--- src/rtl/sel_input_scan.sv ---
// sel_input_scan
//   Automatic channel-scan sequencer that drives the input-mux selector's
//   register-write port. For each channel it writes {en=1, ch}, waits for the
//   selector to report active, lets the mux settle, requests one ADC
//   acquisition, then moves on. Channels run first_ch..last_ch and wrap past
//   CH_MAX. At the end of the scan it writes zero to disable the mux, waits for
//   the selector to go idle, and then pulses done.
//
// Ports
//   clk        system clock
//   rst_       asynchronous active-low reset
//   start      1-clk pulse: begin a scan (ignored while busy)
//   stop       1-clk pulse: abort the scan
//   first_ch   first channel, sampled on an accepted start
//   last_ch    last channel, sampled on an accepted start
//   sel_active selector "channel active" status
//   acq_done   ADC acquisition complete (1-clk pulse)
//   sel_wr     1-clk write strobe to the selector
//   sel_data   selector write data {23'b0, en, ch[7:0]}
//   acq_req    1-clk acquisition request to the ADC
//   cur_ch     channel currently selected
//   busy       high in every state except idle
//   done       1-clk pulse: scan completed normally
//   err        sticky: selector timeout or out-of-range start; cleared by an
//              accepted start
module sel_input_scan #(
  parameter int CH_W   = 8,
  parameter int CH_MAX = 156,
  parameter int SETTLE = 50,
  parameter int TMO    = 1024
) (
  input  logic            clk,
  input  logic            rst_,
  input  logic            start,
  input  logic            stop,
  input  logic [CH_W-1:0] first_ch,
  input  logic [CH_W-1:0] last_ch,
  input  logic            sel_active,
  input  logic            acq_done,
  output logic            sel_wr,
  output logic [31:0]     sel_data,
  output logic            acq_req,
  output logic [CH_W-1:0] cur_ch,
  output logic            busy,
  output logic            done,
  output logic            err
);

  // One timer serves both the selector timeout and the settle delay. It only
  // ever counts up to (limit - 1), so clog2 of the larger limit is enough.
  localparam int TMR_MAX = (TMO > SETTLE) ? TMO : SETTLE;
  localparam int TMR_W   = (TMR_MAX > 1) ? $clog2(TMR_MAX) : 1;

  localparam logic [TMR_W-1:0] TMO_LAST    = TMR_W'(TMO - 1);
  localparam logic [TMR_W-1:0] SETTLE_LAST = TMR_W'(SETTLE - 1);
  localparam logic [CH_W-1:0]  CH_LIMIT    = CH_W'(CH_MAX);

  typedef enum logic [2:0] {
    S_IDLE,
    S_WR_ON,
    S_WAIT_ON,
    S_SETTLE,
    S_ACQ,
    S_NEXT,
    S_WR_OFF,
    S_WAIT_OFF
  } state_t;

  state_t            state_q, state_d;
  logic [TMR_W-1:0]  timer_q, timer_d;
  logic [CH_W-1:0]   cur_ch_q, cur_ch_d;
  logic [CH_W-1:0]   last_q, last_d;
  logic              err_q, err_d;
  // Set whenever the scan is being torn down early (stop or timeout), so the
  // final return to idle does not report a normal completion.
  logic              abort_q, abort_d;

  always_ff @(posedge clk or negedge rst_) begin
    if (!rst_) begin
      state_q  <= S_IDLE;
      timer_q  <= '0;
      cur_ch_q <= '0;
      last_q   <= '0;
      err_q    <= 1'b0;
      abort_q  <= 1'b0;
    end else begin
      state_q  <= state_d;
      timer_q  <= timer_d;
      cur_ch_q <= cur_ch_d;
      last_q   <= last_d;
      err_q    <= err_d;
      abort_q  <= abort_d;
    end
  end

  always_comb begin
    state_d  = state_q;
    timer_d  = timer_q;
    cur_ch_d = cur_ch_q;
    last_d   = last_q;
    err_d    = err_q;
    abort_d  = abort_q;
    sel_wr   = 1'b0;
    sel_data = '0;
    acq_req  = 1'b0;
    done     = 1'b0;

    unique case (state_q)
      S_IDLE: begin
        // stop wins over a simultaneous start.
        if (start && !stop) begin
          if ((first_ch > CH_LIMIT) || (last_ch > CH_LIMIT)) begin
            err_d = 1'b1;
          end else begin
            cur_ch_d = first_ch;
            last_d   = last_ch;
            err_d    = 1'b0;
            abort_d  = 1'b0;
            state_d  = S_WR_ON;
          end
        end
      end

      S_WR_ON: begin
        sel_wr   = 1'b1;
        sel_data = {{(31 - CH_W){1'b0}}, 1'b1, cur_ch_q};
        timer_d  = '0;
        // A stop here is remembered and acted on in the next state, so that
        // the off-write never follows this write on the very next clock.
        if (stop) begin
          abort_d = 1'b1;
        end
        state_d = S_WAIT_ON;
      end

      S_WAIT_ON: begin
        if (stop || abort_q) begin
          abort_d = 1'b1;
          state_d = S_WR_OFF;
        end else if (sel_active) begin
          timer_d = '0;
          state_d = S_SETTLE;
        end else if (timer_q == TMO_LAST) begin
          err_d   = 1'b1;
          abort_d = 1'b1;
          state_d = S_WR_OFF;
        end else begin
          timer_d = timer_q + TMR_W'(1);
        end
      end

      S_SETTLE: begin
        if (stop) begin
          abort_d = 1'b1;
          state_d = S_WR_OFF;
        end else if (timer_q == SETTLE_LAST) begin
          acq_req = 1'b1;
          state_d = S_ACQ;
        end else begin
          timer_d = timer_q + TMR_W'(1);
        end
      end

      S_ACQ: begin
        if (stop) begin
          abort_d = 1'b1;
          state_d = S_WR_OFF;
        end else if (acq_done) begin
          state_d = S_NEXT;
        end
      end

      S_NEXT: begin
        if (stop) begin
          abort_d = 1'b1;
          state_d = S_WR_OFF;
        end else if (cur_ch_q == last_q) begin
          state_d = S_WR_OFF;
        end else begin
          cur_ch_d = (cur_ch_q == CH_LIMIT) ? '0 : cur_ch_q + CH_W'(1);
          state_d  = S_WR_ON;
        end
      end

      S_WR_OFF: begin
        sel_wr   = 1'b1;
        sel_data = '0;
        state_d  = S_WAIT_OFF;
      end

      S_WAIT_OFF: begin
        // The selector holds active through its post-off guard time.
        if (!sel_active) begin
          done    = !abort_q;
          state_d = S_IDLE;
        end
      end

      default: begin
        state_d = S_IDLE;
      end
    endcase
  end

  assign busy   = (state_q != S_IDLE);
  assign cur_ch = cur_ch_q;
  assign err    = err_q;

endmodule

--- config.mk ---
export PLATFORM = sky130hd
export DESIGN_NAME = sel_input_scan
export DESIGN_NICKNAME = d
export VERILOG_FILES = /design/src/rtl/sel_input_scan.sv
export SDC_FILE = /design/constraint.sdc
export NUM_CORES = 1
export LEC_CHECK = 0
export ABC_AREA = 1
export CELL_PAD_IN_SITES_DETAIL_PLACEMENT = 1
export CELL_PAD_IN_SITES_GLOBAL_PLACEMENT = 2
export CORE_UTILIZATION = 34
export CTS_CLUSTER_DIAMETER = 100
export DETAILED_ROUTE_END_ITERATION = 10
export DONT_BUFFER_PORTS = 1
export GPL_TIMING_DRIVEN = 0
export HOLD_SLACK_MARGIN = 0.1
export PLACE_DENSITY = 0.88
export SLEW_MARGIN = 20
export SYNTH_ARGS = -nofsm -noshare
export SYNTH_HDL_FRONTEND = slang
export SYNTH_SLANG_ARGS = --single-unit
--- constraint.sdc ---
create_clock -name clk -period 2.1 [get_ports clk]
set_clock_uncertainty 0.15 [all_clocks]
set_input_delay 0.315 -clock clk [delete_from_list [all_inputs] [get_ports clk]]
set_output_delay 0.315 -clock clk [all_outputs]
set_load 0.02 [all_outputs]
# == Word-level counts from Yosys, hierarchy flattened ==
# Index checks and enable logic that the tools add are counted.
# totals
regBits,31
latch_bits,0
mem_bits_rw,0
mem_bits_ro,0
in_bits,22
output_inout_bits,45
word_cells,101
memories,0
# op_classes
n_addsub,2
multipliers,0
div,0
magnitude_cmp,2
eq_ne,28
shift,0
muxes,43
bitwise,1
reduce_logical,19
# ops
op,count
10-bit 2-to-1 mux,5
8-bit 2-to-1 mux,5
3-bit 2-to-1 mux,12
10-bit case mux with 3 select lines,1
3-bit case mux with 8 select lines,1
"2-bit inequality test, second input constant",10
"8-bit > comparator, second input constant",2
8-bit case mux with 2 select lines,1
1-bit 2-to-1 mux,15
"3-bit inequality test, second input constant",5
5-bit AND reduction,3
"3-bit equality test, second input constant",4
6-bit AND reduction,2
"10-bit by 1-bit adder with 10-bit output, second input constant",1
"10-bit equality test, second input constant",1
"10-bit by 6-bit equality test with 1-bit output, second input constant",1
9-bit 2-to-1 mux,1
3-bit nonzero test,3
"8-bit by 1-bit adder with 8-bit output, second input constant",1
8-bit equality test,1
"8-bit equality test, second input constant",1
"3-bit by 2-bit equality test with 1-bit output, second input constant",2
"4-bit inequality test, second input constant",1
2-bit nonzero test,2
12 further kinds,14

# == Longest topological paths before layout ==
# depth
depth_word,5
ltp_mapped,12
ltp_nobuf,11

# == Worst setup path after synthesis ==
# No wires, ideal clock.
# synth_timing
path_kind,register -> register
start,register timer_q[0]
end,register timer_q[3]
t_arrival_ps,1412
t_required_ps,1826
setup_slack_ps,414
stages_incl_launch_ff,11
path_buffers,1
cell_sequence,dfrtp_1 -> ha_1 -> nand2_1 -> nor2_4 -> nand3_1 -> nand2_1 -> nand2_1 -> nand3_2 -> buf_6 -> nand2_1 -> o21ai_2
# synth_via
elab_chain_len,5
elab_cells_between_ends,12
classes_between,1 x add/sub; 4 x eq/ne; 6 x mux; 1 x reduce/logical
# synth_lines
item,line_no,rtl
"start, declared",70,"logic [TMR_W-1:0] timer_q, timer_d;"
"start signal, assigned",88,timer_q <= timer_d;
10-bit by 1-bit adder with 10-bit output,"148, 160",
10-bit 2-to-1 mux,143,end else if (timer_q == TMO_LAST) begin
10-bit 2-to-1 mux,140,end else if (sel_active) begin
10-bit 2-to-1 mux,137,if (stop || abort_q) begin
10-bit case mux with 3 select lines,108,unique case (state_q)
# Parallel ways exist; a longest one is shown, timed or not. The select of a mux whose other input is x is not followed.
# A chain may end at the register's enable or synchronous reset.

# == Worst setup path after layout ==
# layout_timing
start,register state_q[1]
end,output sel_data[2]
# layout_via
elab_chain_len,2
# layout_lines
item,line_no,rtl
"start, declared",69,"state_t state_q, state_d;"
"start signal, assigned",87,state_q <= state_d;
3-bit by 1-bit equality test with 1-bit output,108,
9-bit 2-to-1 mux,108,
"end, declared",41,"output logic [31:0] sel_data,"
# No other way between the ends.

==> flow_metrics.py <==
metrics = {
    "outcome": {
        "status": "finished clean",
    },
    "yosys": {
        "ys_warn_count": 0,
        "netlist.area_leader.share": 0.306,
        "yosysSeqAreaShare": 0.306,
        "yosysTopAreaCell": "dfrtp_1",
        "synth_area_leaders": "dfrtp_1 31%, nand2_1 18%, buf_4 6.8%, nand3_1 6.1%, inv_1 5.5%",
        "synth_flop_cell": "dfrtp_1",
        "synth_cell_types": 38,
        "async_flop_share": 1.00,
        "syn_avg_cell_area_sq_um": 6.80,
        "synthCells": 373,
        "synthTopCellsByCount": "124 x nand2_1, 37 x inv_1, 31 x dfrtp_1, 31 x nand3_1, 30 x nor2_1",
        "synth_most_common_cell": "nand2_1",
        "syn-cell-area_sq_um": 2530,
        "synth-edff-count": 0,
        "yosys_register_bits": 31,
    },
    "sta": {
        "whs_ns": 0.140,
        "worst_slack_ns": 0.0893,
        "worstMarginPinSlew_ns": 0.606,
        "maxSlewHeadroom": 0.592,
        "fmax_mhz": 497,
        "hold_viol_final": 0,
        "fin_crit_sh": 0.957,
        "period_needed_ns": 2.01,
        "slew_violations": 0,
        "setup_violations": 0,
        "rsz0062_at_grt": "yes",
        "setup_tns_ns": 0,
    },
    "setup_path": {
        "slowest_delay_ns": 0.49,
        "path_cells": "inv_4 -> nand3_2 -> nor2_1",
        "slowest_stage": "dfrtp_1",
        "path_buf_inv": 1,
        "worstReg2RegEnd": "cur_ch[2]",
        "r2r-start": "state_q[1]",
        "crit_cells": 3,
        "reg2reg_depth": 8,
        "r2r_slack_ns": 0.12,
        "cp-end-kind": "primary output",
        "required_ns": 1.63,
        "cp.arrival_ns": 1.55,
        "crit_family": "simple AND/OR/NAND/NOR gates",
        "cp-start-kind": "flop",
        "critPathKind": "reg -> out",
        "worstPathMaxFanout": 10,
    },
    "finish": {
        "area_growth_pct": 17.4,
        "antenna_cells": 0,
        "final_nets": 438,
        "stdcell_area_sq_um": 2980,
        "drive_gt1_frac": 0.160,
    },
    "grt": {
        "antenna_found_initial": 0,
        "grt_max_degree": 32,
        "grt_pass1_vias": 2372,
        "grt_pass1_wl_mm": 11.4,
        "grt_use_total": 0.190,
        "grt_remaining_overflow": 0,
    },
    "clock_network": {
        "htreeDepth": 2,
        "clkLatencyLatePin_ns": 0.29,
        "clkSinkCount": 31,
        "cts_buffers": 5,
        "cts_max_path_buffers": 2,
        "post-cts-setup-buffers": 0,
        "clk_pin_slew_ns": 0.07,
        "cts_root_buf": "clkbuf_8",
        "cts_tree": "built",
    },
    "detailed_routing": {
        "vias_per_cell": 4.75,
        "post-route-drc-count": 0,
        "drtIter0Drc": 54,
        "via_count": 2430,
        "routed_wl_mm": 7.19,
        "routedWlPerCell_um": 14.0,
        "drt_first_pass_iters": 4,
        "detail-route-antenna-nets": 0,
    },
    "placed_design": {
        "globalplace.congestion": 0.823,
        "post-dp-hpwl_mm": 5.72,
        "placed_area_sq_um": 2740,
        "dp_slack_ns": 0.0945,
        "port-buffer-count": 0,
    },
    "power_and_ir_drop": {
        "peakVddDrop_mv": 0.366,
        "power_density_nw_per_um2": 1130,
        "power.total_mw": 3.38,
        "leakage_nw": 1.51,
    },
    "floorplanning": {
        "ios": 67,
        "core_area_sq_um": 7210,
        "die_y_um": 88.3,
        "rows": 31,
        "dieArea_sq_um": 7800,
        "die_x_um": 88.3,
        "start_util": 0.351,
    },
    "worst_hold_path": {
        "min_path_type": "in -> reg",
        "hold_start": "first_ch[6]",
        "hold_depth": 4,
        "holdPathEnd": "cur_ch[6]",
    },
    "job": {
        "cap_violations": 0,
    },
}
[worst min-delay path, delay by kind of cell]
family           cells  cell delay [ns]
AND/OR/NAND/NOR      4             0.21
[layer usage]
metal / vias to the layer above / wire [um] / GRT usage
met4: 0 / 91 / 0.0572
met5: - / 0 / 0
met2: 44 / 3610 / 0.326
met3: 9 / 272 / 0.0382
met1: 1157 / 3220 / 0.240
li1: 1220 / - / -
[power breakdown]
| group | internal (mW) | switching [mW] | total (mW) |
|---|---|---|---|
| Clock | 0.384 | 0.246 | 0.630 |
| Combinational | 0.538 | 1.06 | 1.59 |
| Sequential | 0.793 | 0.361 | 1.15 |
[how the worst max path moves through the flow]
stage	slack, ns	end	startpoint
after floorplan	0.41	timer_q[3]	timer_q[0]
after global placement	0.12	cur_ch[6]	state_q[1]
after detailed placement	0.09	last_q[0]	state_q[1]
after CTS	0.04	acq_req	timer_q[0]
after global routing	-0.05	sel_data[0]	state_q[2]
final	0.09	sel_data[2]	state_q[1]
[sequential cells by signal (all words and copies together), names as in the netlist]
| register | flops |
|---|---|
| abort_q | 1 |
| timer_q | 10 |
| cur_ch | 8 |
| last_q | 8 |
| state_q | 3 |
| err | 1 |
[final cells by class]
class | instances | area (sq um)
Inverter | 40 | 153
Sequential cell | 31 | 777
Timing Repair Buffer | 10 | 110
Fill cell | 964 | 4240
Clock inverter | 2 | 35.0
Tap cell | 99 | 124
Multi-Input combinational cell | 294 | 1460
Clock buffer | 6 | 82.6
Buffer | 30 | 239
[kinds of logic after synthesis]
| family | share of synthesized area |
|---|---|
| AO/OA/AOI/OAI | 0.0977 |
| XOR/XNOR | 0.0345 |
| adder cells (fa/ha/maj) | 0.0197 |
| buffers and inverters | 0.154 |
| flip-flops | 0.306 |
| other | 0.00148 |
| AND/OR/NAND/NOR | 0.386 |
[cell usage in the layout, fill, tap and decap left out, types with 2 or more instances in the layout]
master and count:
a21oi_1 2, buf_4 23, buf_6 5, clkbuf_2 2, clkbuf_8 6, conb_1 23
dfrtp_1 30, dlygate4sd3_1 9, ha_1 4, inv_1 37, inv_2 2, nand2_1 124
nand2_2 3, nand2_4 2, nand3_1 31, nand3_2 3, nand4_1 4, nor2_1 30
nor2_2 5, nor3_1 7, o2111ai_1 5, o21ai_0 16, o21ai_1 8, o21ai_2 4
xnor2_1 6, xor2_1 4
[stage by stage]
step / instances / utilization
finish: 512 / 0.413
global route: 512 / 0.413
CTS: 512 / 0.412
detailed placement: 494 / 0.380
global placement: 494 / 0.380
floorplan: 395 / -
[what timing repair did]
action                     CTS  global route
resized for setup            1             1
hold buffers                10             0
setup endpoints to repair    1            21
hold endpoints to repair    39             0
No activity file was read; power rests on OpenSTA's default activity.
